File: src/rtl/load_store_master.sv
// Load/store bus master: decodes a pipeline access, drives one memory request,
// waits for the responder's ack (with timeout) and returns the extended load data.
`ifndef LTYPE
`define LTYPE 5'b00000
`endif
`ifndef STYPE
`define STYPE 5'b01000
`endif

module load_store_master #(
    parameter int unsigned TIMEOUT    = 16,
    parameter logic [4:0]  LTYPE_CODE = `LTYPE,
    parameter logic [4:0]  STYPE_CODE = `STYPE
) (
    input  logic        clk,
    input  logic        reset,
    input  logic        start_i,
    input  logic [4:0]  itype_i,
    input  logic [2:0]  funct3_i,
    input  logic [31:0] addr_i,
    input  logic [31:0] wdata_i,
    output logic        busy_o,
    output logic        done_o,
    output logic [31:0] rdata_o,
    output logic        misalign_o,
    output logic        fault_o,
    output logic        mem_req_o,
    output logic        mem_we_o,
    output logic [31:0] mem_addr_o,
    output logic [3:0]  mem_be_o,
    output logic [31:0] mem_wdata_o,
    input  logic        mem_ack_i,
    input  logic [31:0] mem_rdata_i,
    output logic [1:0]  dbg_state_o
);

    localparam int unsigned   CW       = (TIMEOUT > 2) ? $clog2(TIMEOUT) : 1;
    localparam logic [CW-1:0] CNT_LAST = CW'(TIMEOUT - 1);

    typedef enum logic [1:0] {
        S_IDLE = 2'd0,
        S_REQ  = 2'd1,
        S_DONE = 2'd2
    } state_t;

    state_t        state_q, state_d;
    logic [CW-1:0] cnt_q, cnt_d;
    logic          req_q, req_d;
    logic          we_q, we_d;
    logic [31:0]   addr_q, addr_d;
    logic [3:0]    be_q, be_d;
    logic [31:0]   wdata_q, wdata_d;
    logic          done_q, done_d;
    logic          mis_q, mis_d;
    logic          fault_q, fault_d;
    logic [31:0]   rdata_q, rdata_d;
    logic [2:0]    f3_q, f3_d;
    logic [1:0]    lo_q, lo_d;

    logic          is_load, is_store, f3_legal, misaligned;
    logic [3:0]    be_calc;
    logic [31:0]   wdata_calc, load_shift, load_ext;

    // Request decode, evaluated only when an access is launched from IDLE.
    always_comb begin
        is_load  = (itype_i == LTYPE_CODE);
        is_store = !is_load && (itype_i == STYPE_CODE);
        f3_legal = 1'b0;
        if (is_load) begin
            f3_legal = funct3_i inside {3'd0, 3'd1, 3'd2, 3'd4, 3'd5};
        end else if (is_store) begin
            f3_legal = funct3_i inside {3'd0, 3'd1, 3'd2};
        end
        misaligned = ((funct3_i[1:0] == 2'd1) && addr_i[0]) ||
                     ((funct3_i[1:0] == 2'd2) && (addr_i[1:0] != 2'b00));
        case (funct3_i[1:0])
            2'd0: begin
                be_calc    = 4'b0001 << addr_i[1:0];
                wdata_calc = {4{wdata_i[7:0]}};
            end
            2'd1: begin
                be_calc    = 4'b0011 << addr_i[1:0];
                wdata_calc = {2{wdata_i[15:0]}};
            end
            default: begin
                be_calc    = 4'b1111;
                wdata_calc = wdata_i;
            end
        endcase
    end

    // Lane extraction uses the byte offset captured at launch.
    always_comb begin
        load_shift = mem_rdata_i >> {lo_q, 3'b000};
        case (f3_q)
            3'd0:    load_ext = {{24{load_shift[7]}}, load_shift[7:0]};
            3'd4:    load_ext = {24'b0, load_shift[7:0]};
            3'd1:    load_ext = {{16{load_shift[15]}}, load_shift[15:0]};
            3'd5:    load_ext = {16'b0, load_shift[15:0]};
            default: load_ext = mem_rdata_i;
        endcase
    end

    always_comb begin
        state_d = state_q;
        cnt_d   = cnt_q;
        req_d   = req_q;
        we_d    = we_q;
        addr_d  = addr_q;
        be_d    = be_q;
        wdata_d = wdata_q;
        done_d  = 1'b0;
        mis_d   = 1'b0;
        fault_d = 1'b0;
        rdata_d = rdata_q;
        f3_d    = f3_q;
        lo_d    = lo_q;
        case (state_q)
            S_IDLE: begin
                if (start_i && (is_load || is_store)) begin
                    f3_d = funct3_i;
                    lo_d = addr_i[1:0];
                    if (!f3_legal || misaligned) begin
                        state_d = S_DONE;
                        done_d  = 1'b1;
                        fault_d = !f3_legal;
                        mis_d   = f3_legal;
                        rdata_d = '0;
                    end else begin
                        state_d = S_REQ;
                        cnt_d   = '0;
                        req_d   = 1'b1;
                        we_d    = is_store;
                        addr_d  = {addr_i[31:2], 2'b00};
                        be_d    = be_calc;
                        wdata_d = is_store ? wdata_calc : '0;
                    end
                end
            end
            S_REQ: begin
                // An ack on the last allowed cycle takes priority over the timeout.
                if (mem_ack_i || (cnt_q == CNT_LAST)) begin
                    state_d = S_DONE;
                    done_d  = 1'b1;
                    fault_d = !mem_ack_i;
                    rdata_d = (mem_ack_i && !we_q) ? load_ext : '0;
                    req_d   = 1'b0;
                    we_d    = 1'b0;
                    addr_d  = '0;
                    be_d    = '0;
                    wdata_d = '0;
                end else begin
                    cnt_d = cnt_q + 1'b1;
                end
            end
            S_DONE:  state_d = S_IDLE;
            default: state_d = S_IDLE;
        endcase
    end

    always_ff @(posedge clk or negedge reset) begin
        if (!reset) begin
            state_q <= S_IDLE;
            cnt_q   <= '0;
            req_q   <= 1'b0;
            we_q    <= 1'b0;
            addr_q  <= '0;
            be_q    <= '0;
            wdata_q <= '0;
            done_q  <= 1'b0;
            mis_q   <= 1'b0;
            fault_q <= 1'b0;
            rdata_q <= '0;
            f3_q    <= '0;
            lo_q    <= '0;
        end else begin
            state_q <= state_d;
            cnt_q   <= cnt_d;
            req_q   <= req_d;
            we_q    <= we_d;
            addr_q  <= addr_d;
            be_q    <= be_d;
            wdata_q <= wdata_d;
            done_q  <= done_d;
            mis_q   <= mis_d;
            fault_q <= fault_d;
            rdata_q <= rdata_d;
            f3_q    <= f3_d;
            lo_q    <= lo_d;
        end
    end

    assign busy_o      = (state_q != S_IDLE);
    assign done_o      = done_q;
    assign rdata_o     = rdata_q;
    assign misalign_o  = mis_q;
    assign fault_o     = fault_q;
    assign mem_req_o   = req_q;
    assign mem_we_o    = we_q;
    assign mem_addr_o  = addr_q;
    assign mem_be_o    = be_q;
    assign mem_wdata_o = wdata_q;
    assign dbg_state_o = state_q;

endmodule

File: config.mk
export PLATFORM = sky130hd
export DESIGN_NAME = load_store_master
export DESIGN_NICKNAME = d
export VERILOG_FILES = /design/src/rtl/load_store_master.sv
export SDC_FILE = /design/constraint.sdc
export NUM_CORES = 1
export LEC_CHECK = 0
export CAP_MARGIN = 15
export CORE_ASPECT_RATIO = 2
export CORE_MARGIN = 2
export CORE_UTILIZATION = 41
export CTS_BUF_LIST = sky130_fd_sc_hd__clkbuf_4 sky130_fd_sc_hd__clkbuf_8
export CTS_CLUSTER_DIAMETER = 150
export DETAILED_ROUTE_END_ITERATION = 12
export PLACE_DENSITY = 0.84
export SLEW_MARGIN = 40
export SYNTH_ARGS = -nofsm -noshare
export SYNTH_HDL_FRONTEND = slang
export SYNTH_SLANG_ARGS = --single-unit
File: constraint.sdc
create_clock -name clk -period 1.8 [get_ports clk]
set_input_delay 0.36 -clock clk [delete_from_list [all_inputs] [get_ports clk]]
set_output_delay 0.36 -clock clk [all_outputs]
set_load 0.01 [all_outputs]
Word level (Yosys, flattened, before mapping)

Index checks and enable logic that the tools add are counted.

Bits in registers: 116
Bits in latches: 0
RAM bits: 0
Memory bits (read-only): 0
Input port bits: 108
Output and inout port bits: 108
Logic and storage cells: 110
Memories: 0

$add $sub $neg: 1
$mul: 0
Divide/modulo/power cells: 0
Order comparisons: 0
Eq/ne operators: 17
Shift operators: 3
Multiplexer cells: 48
Bitwise operators: 0
Reduce and logical (&&, ||, !) cells: 28

Operators by type and width:

| kind                                                             | number |
|---|---|
| 32-bit 2-to-1 mux                                                | 10 |
| 32-bit one-hot mux with 2 select lines                           | 4 |
| 32-bit one-hot mux with 4 select lines                           | 1 |
| 32-bit by 5-bit right shift with 16-bit output                   | 1 |
| 4-bit 2-to-1 mux                                                 | 6 |
| 4-bit one-hot mux with 2 select lines                            | 3 |
| 1-bit 2-to-1 mux                                                 | 16 |
| 3-bit == test (second input constant)                            | 4 |
| 4-bit AND reduction                                              | 3 |
| 2-bit inequality test (second input constant)                    | 5 |
| 1-bit one-hot mux with 2 select lines                            | 4 |
| 3-bit by 1-bit == test with 1-bit output (second input constant) | 2 |
| 3-bit zero test                                                  | 2 |
| 2-bit 2-to-1 mux                                                 | 3 |
| 2-bit nonzero test                                               | 3 |
| 5-bit by 4-bit == test with 1-bit output (second input constant) | 1 |
| 1-bit logical AND                                                | 5 |
| 5-bit zero test                                                  | 1 |
| 5-bit nonzero test                                               | 1 |
| 4-bit by 1-bit adder with 4-bit output (second input constant)   | 1 |
| 2-bit by 1-bit == test with 1-bit output (second input constant) | 2 |
| 4-bit == test (second input constant)                            | 1 |
| 1-bit zero test                                                  | 4 |
| 2-bit zero test                                                  | 2 |
| other kinds (8)                                                  | 12 |

Longest topological paths before layout

Depth in word-level cells: 10
Depth in mapped cells: 8
Mapped depth without buffers: 6

Least setup slack after synthesis

No wires, ideal clock.

Path type: flip-flop to flip-flop
Start point: reg cnt_q[0]
End point: reg rdata_q[23] (netlist: rdata_o[23])
Library setup time: 0.087 ns
Arrival time: 1.691 ns
Required time: 1.713 ns
Setup slack: 0.023 ns
Stages on the path, launching flop included: 7
Period minus slack after synthesis: 1.777 ns
Cell sequence: dfrtp_1 ha_1 and3_1 o21ai_1 clkbuf_1 o211ai_1 o211ai_1

Longest elaborated chain between the ends: 4

Ends and longest elaborated chain:

| what                                   | line | text |
|---|---|---|
| from (decl)                            | 47   | `logic [CW-1:0] cnt_q, cnt_d;` |
| from (signal assigned)                 | 178  | `cnt_q <= cnt_d;` |
| 4-bit == test                          | 142  | `if (mem_ack_i \|\| (cnt_q == CNT_LAST)) begin` |
| 1-bit logical OR                       | 142  |  |
| 2-bit inequality test (no source line) | --   |  |
| 4-bit AND reduction (no source line)   | --   |  |
| to (signal assigned)                   | 187  | `rdata_q <= rdata_d;` |
| to (decl)                              | 56   | `logic [31:0] rdata_q, rdata_d;` |

Every way passes these cells.
A chain may end at the register's enable or synchronous reset.

Worst setup path in the final report

Start point: reg cnt_q[0]
End point: reg rdata_q[3] (netlist: rdata_o[3])

The elaborated chain is that of the path after synthesis.

==> flow_summary.ini <==
[yosys]
synthTopCellsByCount = dfrtp_1 (114), a22o_1 (55), nand2_1 (42), o211ai_1 (39), mux2i_1 (33)
synth_most_common_cell = dfrtp_1
synth_flop_cell = dfrtp_1
ys_async_sr_fraction_pct = 100
synth_edf_count = 0
synth_top_area_share_pct = 53.3
ys_ff_latch = 114
netlist_top_cells_area = dfrtp_1 (53%), a22o_1 (9.0%), mux2i_1 (6.2%)
yosysUniqueCellTypes = 47
ys_warn_count = 0
netlist_area_um2 = 5360
syn_avg_cell_area_um2 = 11.5
netlist_instances = 466
synth-seq-area-share_pct = 53.3
yosys.area.top_type = dfrtp_1

[critical_path]
rr_startpoint = cnt_q[0]
worstPathRequired_ns = 2.15
r2r_cells = 7
path_class = flip-flop to flip-flop
end_kind = flip-flop
cp_data_arrival_time_ns = 2.10
r2r-end = rdata_o[3]
cp_max_fo = 6
crit_path_start_kind = flip-flop
reg2reg_slack_ns = 0.04

[timing]
fin_tns_setup_ns = 0
finalSetupViolCount = 0
skew_ns = 0.0154
max_freq_mhz = 570
timing.final.crit_share_pct = 97.5
finalWorstSetupSlack_ns = 0.0442
fin_crit_ns = 1.76
finalHoldViolCount = 0
drv_slew = 0
slew_headroom_pct = 61.0
max_slew.worst_pin.slew_ns = 0.584

[place]
place_area_um2 = 7960
io_buffers = 213
dp_hpwl_um = 14000
dp_cells = 850
gp_routability_congestion = 0.915
preCtsSetupSlack_ns = -0.612

[route]
firstDrtPassIters = 5
vias_per_cell = 5.90
vias = 5265
drt-total-wl_um = 18900
route.detailed.drc = 0
wl_per_cell_um = 21.1
postRouteAntennaNets = 0
drt_iter0_markers = 224

[final_layout]
layout.cells.non_filler = 893
fill_cells = 958
layout.nets = 838
fin_util_pct = 66.1
layout-drive-gt1-share_pct = 16.4
syn2layout_area_growth_pct = 59.4
final_area_um2 = 8530

[outcome]
outcome = complete, no violations

[cts]
cts_tree = built
cts_made_buffers = 17
clk_pin_slew_ns = 0.07
ctsLongestPathBuffers = 2
cts_root_buffer = clkbuf_8
htree_levels = 4
clock-sinks = 114
clkLatencyLatePin_ns = 0.44

[floorplan]
core.rowCount = 59
coreArea_um2 = 12900
die-width_um = 84.8
die_h_um = 166
ios = 216
initial_utilization_pct = 41.5
die_area_um2 = 14000

[global_routing]
use_met2_pct = 48.4
grt.total_usage_pct = 26.9
grtUsageMet3_pct = 6.03
grt_pass1_wl_um = 29400
grt_pass1_vias = 5695
antenna_found_initial = 0
grt_overflow = 0
busiest_layer = met2
grt_max_degree = 53
grtUsageMet1_pct = 26.9

[pwr]
share_comb_of_total_power_pct = 26.0
power_switching_mw = 2.15
leakagePower_nw = 3.87
power_switching_share_pct = 28.6
vdd_drop_max_v = 0.000621
p_clk_share_pct = 33.2
seq_power_share_pct = 40.8
p_int_mw = 5.35
power.density_nw_per_um2 = 879

[hold_path]
hp-class = input pin to async pin

[flow_run]
cap_violations = 0
==> state kept, by name (all words and copies together) (netlist names) <==
signal / cells
mem_wdata_o: 32
rdata_o: 32
mem_addr_o: 30
cnt_q: 4
mem_be_o: 4
f3_q: 3
dbg_state_o: 2
lo_q: 2
done_o: 1
fault_o: 1
mem_req_o: 1
mem_we_o: 1
misalign_o: 1
==> final cells by class <==
cell class | instances | area, um2 | share of cell area (%)
timing repair buffer | 281 | 2740 | 32.1
clock buffer | 19 | 262 | 3.06
antenna | 1 | 2.50 | 0.0293
tap | 152 | 190 | 2.23
clock inverter | 11 | 138 | 1.61
inverter | 13 | 48.8 | 0.572
sequential | 114 | 2850 | 33.4
multi-input combinational | 302 | 2300 | 26.9
==> layer usage <==
metal  part of all wire [%]  vias to the layer above  wire length, um
li1                       -                     2288                -
met3                    6.7                       90             1270
met5                      0                        -                0
met4                    7.0                        0             1320
met2                     54                      347            10100
met1                     33                     2540             6150
==> logic make-up after synthesis <==
logic type / after synthesis / synth area share (%)
AO/OA/AOI/OAI: 169 / 25.2
adder cells (fa/ha/maj): 1 / 0.234
buffers and inverters: 53 / 5.12
flip-flops: 114 / 53.3
multiplexers: 40 / 7.90
other: 1 / 0.0700
AND/OR/NAND/NOR: 88 / 8.25
==> metrics by stage <==
| step | hold slack (ns) | total power [mW] |
|---|---|---|
| 4_1_cts | 0.332 | 7.52 |
| 6_report | 0.336 | 7.50 |
| 5_1_grt | 0.334 | 7.81 |
| 2_1_floorplan | 0.0644 | 3.85 |
| 3_3_place_gp | 0.258 | 4.95 |
| 3_5_place_dp | 0.258 | 5.02 |
==> how the worst max path moves through the flow <==
stage | startpoint | to | slack [ns] | cells after the start
6_report | cnt_q[0] | rdata_o[3] | 0.04 | 7
5_1_grt | cnt_q[1] | mem_wdata_o[27] | -0.03 | 7
4_1_cts | rdata_o[26] | rdata_o[26] | 0.0007 | 1
3_5_place_dp | funct3_i[0] | mem_addr_o[27] | -0.61 | 6
3_3_place_gp | funct3_i[0] | mem_wdata_o[10] | -0.54 | 6
2_1_floorplan | cnt_q[0] | rdata_o[23] | 0.02 | 6
==> critical path: stages, from the launching register on <==
cell and delay, ns:
dfrtp_1 0.38, ha_1 0.21, buf_4 0.14, and3_1 0.19, o21ai_4 0.19, o21a_4 0.23
inv_1 0.12, o21ai_0 0.20
==> power by group through the flow <==
stage               combinational, mW  sequential, mW  clock [mW]
global placement                 1.87            3.09           0
CTS                              1.94            3.06        2.51
floorplan                       0.687            3.17           0
global route                     2.07            3.10        2.64
detailed placement               1.93            3.09           0
finish                           1.95            3.06        2.49
==> placed cells by master, fill, tap and decap left out, types with 3 or more instances in the layout <==
master | netlist | final
nor2_1 | 14 | 11
and3_1 | 8 | 8
mux2i_1 | 33 | 33
a2bb2oi_1 | 4 | 4
buf_12 | 0 | 6
clkbuf_8 | 0 | 19
o221ai_1 | 4 | 4
mux2_2 | 5 | 5
o211ai_1 | 39 | 39
nand2_1 | 42 | 42
dfrtp_1 | 114 | 113
a221o_1 | 7 | 7
bufinv_16 | 0 | 3
o21ai_0 | 19 | 19
clkinvlp_4 | 0 | 3
a22o_1 | 55 | 55
clkdlybuf4s50_1 | 0 | 201
a21oi_1 | 5 | 5
clkinv_2 | 0 | 5
nor2_4 | 0 | 3
o2bb2ai_1 | 22 | 22
buf_4 | 6 | 61
nand2b_1 | 5 | 5
inv_1 | 13 | 13
dlymetal6s2s_1 | 0 | 9
nand3b_1 | 3 | 3
==> repair_timing <==
item,CTS,global route
gates resized for setup,8,15
pin swaps,3,2
buffers inserted,8,1
setup endpoints to repair,70,95
hold buffers,1,0
cloned,1,1
endpoints found under the hold margin,15,0
Note: power is estimated with default switching activity, not from simulation.
